===== config.mk =====
export PLATFORM = sky130hd
export DESIGN_NAME = mem_d_periph
export DESIGN_NICKNAME = d
export VERILOG_FILES = /design/src/rtl/mem_d_periph.sv
export SDC_FILE = /design/constraint.sdc
export NUM_CORES = 1
export LEC_CHECK = 0
export CORE_MARGIN = 2
export CORE_UTILIZATION = 47
export DETAILED_ROUTE_END_ITERATION = 10
export PLACE_DENSITY = 0.82
export SYNTH_ARGS = -nofsm -noshare
export SYNTH_HDL_FRONTEND = slang
export SYNTH_SLANG_ARGS = --single-unit

===== constraint.sdc =====
create_clock -name clk_i -period 4.3 [get_ports clk_i]
set_input_delay 0.645 -clock clk_i [delete_from_list [all_inputs] [get_ports clk_i]]
set_output_delay 0.645 -clock clk_i [all_outputs]
set_load 0.05 [all_outputs]

===== src/rtl/mem_d_periph.sv =====
// Peripheral responder on the mem_d data port: GPIO out/in, free-running timer with compare,
// and a sticky match flag on irq_o. Side effects and read sampling happen in the accept cycle.
module mem_d_periph #(
    parameter logic [31:0] BASE_ADDR   = 32'h9000_0000,
    parameter int unsigned WAIT_STATES = 0,
    parameter int unsigned TAG_W       = 11
) (
    input  logic             clk_i,
    input  logic             rst_i,
    input  logic [31:0]      mem_d_addr_i,
    input  logic [31:0]      mem_d_data_wr_i,
    input  logic             mem_d_rd_i,
    input  logic [3:0]       mem_d_wr_i,
    input  logic             mem_d_cacheable_i,
    input  logic [TAG_W-1:0] mem_d_req_tag_i,
    input  logic             mem_d_invalidate_i,
    input  logic             mem_d_writeback_i,
    input  logic             mem_d_flush_i,
    input  logic [7:0]       gpio_pin_in_i,
    output logic [31:0]      mem_d_data_rd_o,
    output logic             mem_d_accept_o,
    output logic             mem_d_ack_o,
    output logic             mem_d_error_o,
    output logic [TAG_W-1:0] mem_d_resp_tag_o,
    output logic [7:0]       gpio_pin_out_o,
    output logic             irq_o
);

    typedef enum logic [1:0] {StIdle, StWait, StResp} state_t;

    state_t           r_state;
    logic [2:0]       r_cnt;
    logic             r_ack;
    logic             r_err;
    logic [31:0]      r_rdata;
    logic [TAG_W-1:0] r_tag;
    logic [7:0]       r_gpio_out;
    logic [7:0]       r_gpio_meta;
    logic [7:0]       r_gpio_sync;
    logic [31:0]      r_timer;
    logic [31:0]      r_cmp;
    logic             r_match;

    logic        w_cop;
    logic        w_is_wr;
    logic        w_req;
    logic        w_take;
    logic        w_hit;
    logic [5:0]  w_idx;
    logic        w_mapped;
    logic        w_ok;
    logic        w_wr_en;
    logic [31:0] w_rdata;
    logic [31:0] w_timer_d;
    logic [31:0] w_cmp_d;
    logic [7:0]  w_gpio_d;
    logic        w_set;
    logic        w_clr;
    logic        w_unused;

    function automatic logic [31:0] merge_bytes(input logic [31:0] old_val,
                                                input logic [31:0] new_val,
                                                input logic [3:0]  strb);
        logic [31:0] res;
        for (int i = 0; i < 4; i++) begin
            res[8*i +: 8] = strb[i] ? new_val[8*i +: 8] : old_val[8*i +: 8];
        end
        return res;
    endfunction

    assign w_unused = ^{mem_d_cacheable_i, mem_d_addr_i[1:0]};

    // Cache ops outrank rd/wr and never touch registers.
    assign w_cop    = mem_d_invalidate_i | mem_d_writeback_i | mem_d_flush_i;
    assign w_is_wr  = |mem_d_wr_i;
    assign w_req    = mem_d_rd_i | w_is_wr | w_cop;
    assign mem_d_accept_o = (r_state == StIdle) & ~rst_i;
    assign w_take   = w_req & mem_d_accept_o;
    assign w_hit    = mem_d_addr_i[31:8] == BASE_ADDR[31:8];
    assign w_idx    = mem_d_addr_i[7:2];
    assign w_mapped = w_idx <= 6'd4;
    assign w_ok     = w_hit & w_mapped & ~w_cop;
    assign w_wr_en  = w_take & w_ok & w_is_wr;

    always_comb begin
        w_rdata = 32'h0;
        case (w_idx)
            6'd0:    w_rdata = {24'h0, r_gpio_out};
            6'd1:    w_rdata = {24'h0, r_gpio_sync};
            6'd2:    w_rdata = r_timer;
            6'd3:    w_rdata = r_cmp;
            6'd4:    w_rdata = {31'h0, r_match};
            default: w_rdata = 32'h0;
        endcase
    end

    assign w_timer_d = (w_wr_en && w_idx == 6'd2) ?
                       merge_bytes(r_timer, mem_d_data_wr_i, mem_d_wr_i) : r_timer + 32'd1;
    assign w_cmp_d   = (w_wr_en && w_idx == 6'd3) ?
                       merge_bytes(r_cmp, mem_d_data_wr_i, mem_d_wr_i) : r_cmp;
    assign w_gpio_d  = (w_wr_en && w_idx == 6'd0 && mem_d_wr_i[0]) ?
                       mem_d_data_wr_i[7:0] : r_gpio_out;
    assign w_clr     = w_wr_en && w_idx == 6'd4 && mem_d_wr_i[0] && mem_d_data_wr_i[0];
    assign w_set     = (w_timer_d == w_cmp_d) && (w_cmp_d != 32'h0);

    always_ff @(posedge clk_i or posedge rst_i) begin
        if (rst_i) begin
            r_gpio_out  <= 8'h0;
            r_gpio_meta <= 8'h0;
            r_gpio_sync <= 8'h0;
            r_timer     <= 32'h0;
            r_cmp       <= 32'h0;
            r_match     <= 1'b0;
        end else begin
            r_gpio_out  <= w_gpio_d;
            r_gpio_meta <= gpio_pin_in_i;
            r_gpio_sync <= r_gpio_meta;
            r_timer     <= w_timer_d;
            r_cmp       <= w_cmp_d;
            // A match in the same cycle as a clear keeps the flag set.
            r_match     <= w_set | (r_match & ~w_clr);
        end
    end

    always_ff @(posedge clk_i or posedge rst_i) begin
        if (rst_i) begin
            r_state <= StIdle;
            r_cnt   <= 3'd0;
            r_ack   <= 1'b0;
            r_err   <= 1'b0;
            r_rdata <= 32'h0;
            r_tag   <= '0;
        end else begin
            r_ack <= 1'b0;
            case (r_state)
                StIdle: begin
                    if (w_take) begin
                        r_tag   <= mem_d_req_tag_i;
                        r_rdata <= w_ok ? w_rdata : 32'h0;
                        r_err   <= ~w_cop & ~(w_hit & w_mapped);
                        if (WAIT_STATES == 0) begin
                            r_state <= StResp;
                            r_ack   <= 1'b1;
                        end else begin
                            r_state <= StWait;
                            r_cnt   <= 3'(WAIT_STATES - 1);
                        end
                    end
                end
                StWait: begin
                    if (r_cnt == 3'd0) begin
                        r_state <= StResp;
                        r_ack   <= 1'b1;
                    end else begin
                        r_cnt <= r_cnt - 3'd1;
                    end
                end
                StResp:  r_state <= StIdle;
                default: r_state <= StIdle;
            endcase
        end
    end

    assign mem_d_ack_o      = r_ack;
    assign mem_d_error_o    = r_err;
    assign mem_d_data_rd_o  = r_rdata;
    assign mem_d_resp_tag_o = r_tag;
    assign gpio_pin_out_o   = r_gpio_out;
    assign irq_o            = r_match;

endmodule


==> run metrics <==
status=finished clean; Total GRT Usage=28.9%; WHS=345 ps; post-route design area=0.00981 mm^2; Synth Net Count=818; # Max-Cap Violations=0; Rel. slew slack=43.4%; CTS clk-pin slew, worst paths=around 60 ps; CTS max path bufs=2; critical path class=in2reg; core area=approximately 0.015 mm^2; Avg Synthesized Cell Area=between 9 and 10 um^2; Num Clock Sinks=about 140; post-cts sizing count=0; Cells after DPL=around 1100; first-pass GRT wire length=roughly 36 mm; fillers=between 1000 and 1500; final setup fails=0; H-tree levels=4; unrepaired setup endpoints after global routing=no; worst-margin pin slew=~850 ps; register area share after synthesis=between 40% and 50%; worst vdd ir=roughly 0.25 mV; Critical Path Sink Type=flop; Tmin final=around 4000 ps; FF+latch count, synth=roughly 140; Port Buffers=~150; die width=127 um; Starting Density=around 48%; antenna violations before repair=0; Final Power=around 3.2 mW; DP Area=between 0.009 and 0.01 mm^2; total number of vias=just under 7000; Synth cell types=between 60 and 70; layout cells sized above 1=between 10% and 20%; synth cell count leaders=135 x dfrtp_1, 115 x nand2_1, 37 x o21ai_0; Yosys Warn Count=0; die area=around 0.016 mm^2; Tcrit/Tclk final=93.5%; Detail Route Antenna Nets=0; number of buffers created by CTS=17; Die Y=~130 um; I/O pins=149; Synth-to-Final Area Change=36.9%; GPL Wtd Cong=around 1; Power per Cell Area=~330 mW/mm^2; Max Fclk=between 200 and 250 MHz; Core Rows=45; DRC Markers=0; ys flop type=dfrtp_1; asr flop ratio synth=between 90% and 100%; largest area contributor in the netlist=dfrtp_1; final net count=slightly above 1000; Final Slew Violations=0; Antenna diodes=0; Crit path required time=4650 ps; Place WS=-21.3 ps; vias in the first global route=around 6500; Via-to-Cell Ratio=between 6 and 7; CTS tree=built; endpoints failing hold=0; synthesized instance count=between 700 and 800; critical-path maximum fanout=12; worst setup margin=278 ps; Total Wirelength=approximately 23 mm; GR Overflow Total=0; Detailed Route Iter0 Violations=between 600 and 700; worst skew pair latency=around 430 ps; Final Non-Filler Cells=between 1000 and 1500; CP arrival=4370 ps; Post-CTS Setup Inserts=0; drt wl/cell=20.5 um; Hold Path Class=reg2reg; clk_skew=roughly 5.1 ps; number of synthesized flops with an enable pin=0; leak pwr=~4.3 nW; Yosys top cell area share=a little under half; drt pass-1 iters=6; clk root buf=clkbuf_16; hold buffers post-CTS=0; largest net degree at the start of global routing=69; Mapped Area=between 0.007 and 0.008 mm^2; dpl hpwl=between 15 and 20 mm; Area contributors post-synth=dfrtp_1 47%, nand2_1 6.0%, mux2_2 5.5%; count leader, synth=dfrtp_1; critical path launch point type=input pin
worst max-delay path: stages:
cell	delay [ps]
clkdlybuf4s50_1	420
nor4_1	440
nand4_2	310
buf_4	240
nor4_2	410
buf_12	200
nand2_1	90
o221a_2	290
xnor2_1	300
nand4b_1	200
nor4b_1	350
buf_4	180
nand4_1	100
o21ai_1	170
layer usage:
metal	up-vias	wire [um]	track usage [%]	part of all wire, %
met5	-	0	0	0
met4	0	776	12.0	3.4
met3	58	2070	6.99	9.1
met2	363	10600	45.5	46
met1	3260	9380	38.5	41
li1	3045	-	-	-
area by class of cell:
type | count | area, um^2 | share of cell area, %
clock inverters | 13 | 203 | 2.07
flip-flops and latches | 135 | 3380 | 34.4
repair buffers | 206 | 1920 | 19.5
inverters | 21 | 81.3 | 0.829
well taps | 188 | 235 | 2.40
clock buffers | 18 | 439 | 4.48
multi-input cells | 531 | 3560 | 36.3
path summary, 6_finish.rpt:
check | endpoint | slack [ps] | cells past startpoint | startpoint
setup / recovery | irq_o$_DFF_PP0_ | 280 | 14 | mem_d_addr_i[8]
hold / removal | r_gpio_sync[2]$_DFF_PP0_ | 350 | 0 | r_gpio_meta[2]$_DFF_PP0_
setup reg to reg | irq_o$_DFF_PP0_ | 710 | 11 | r_timer[11]$_DFF_PP0_
hold reg to reg | r_gpio_sync[2]$_DFF_PP0_ | 350 | 0 | r_gpio_meta[2]$_DFF_PP0_
max in group asynchronous | r_timer[19]$_DFF_PP0_ | 2470 | 4 | rst_i
min in group asynchronous | r_state[1]$_DFFE_PP0P_ | 890 | 3 | rst_i
registers in the layout (all words and copies together) (netlist names):
register,cells
r_gpio_sync,8
gpio_pin_out_o,8
r_timer,32
r_state,1
r_gpio_meta,8
mem_d_resp_tag_o,11
mem_d_error_o,1
r_cmp,32
mem_d_data_rd_o,32
mem_d_ack_o,1
irq_o,1
logic make-up (layout without fill, tap and decap cells):
kind of cell               count (synthesis)  in the layout  synth area share (%)
adders and majority gates                  1              1                 0.175
DFF                                      135            135                  47.1
buffers and inverters                     57            258                  3.19
muxes                                     76             76                  12.6
and+or+nand+nor                          317            317                  23.2
AOI/OAI and AO/OA                        106            106                  9.86
xor gates and xnor gates                  31             31                  3.79
report_power, final:
group          total [mW]  internal, mW  switching, mW
registers            1.30          1.29         0.0104
logic               0.315         0.139          0.176
clock network        1.60          1.04          0.563
total                3.22          2.47          0.749
cell usage in the layout (no fill, tap or decap), types with 3 or more instances in the layout:
cell and n:
a311oi_1 4, nor4b_1 4, or2_2 3, or3_1 5, mux4_2 8, clkbuf_16 17, o221a_2 5, nor4_1 25
and3_1 10, clkdlybuf4s50_1 144, a211o_1 3, buf_4 60, nor2_1 34, xor2_1 8, o21ai_0 37, or4_1 8
nor2b_1 5, xnor2_1 23, and2_1 4, bufinv_16 5, mux2_2 35, nor3b_1 9, inv_1 20, mux2i_1 33
nand4_1 23, dfrtp_1 135, a31oi_1 6, nand2b_1 6, a21oi_1 13, o22ai_1 11, nand2_1 115, clkinv_2 4
nand3_1 20, nor3_1 28
stage by stage:
stage / setup TNS, ps / utilization (%)
floorplan: 0 / -
global placement: 0 / 61.0
detailed placement: -21.3 / 61.0
CTS: 0 / 65.3
global route: 0 / 65.3
finish: 0 / 65.3
No activity file was read; power rests on OpenSTA's default activity.
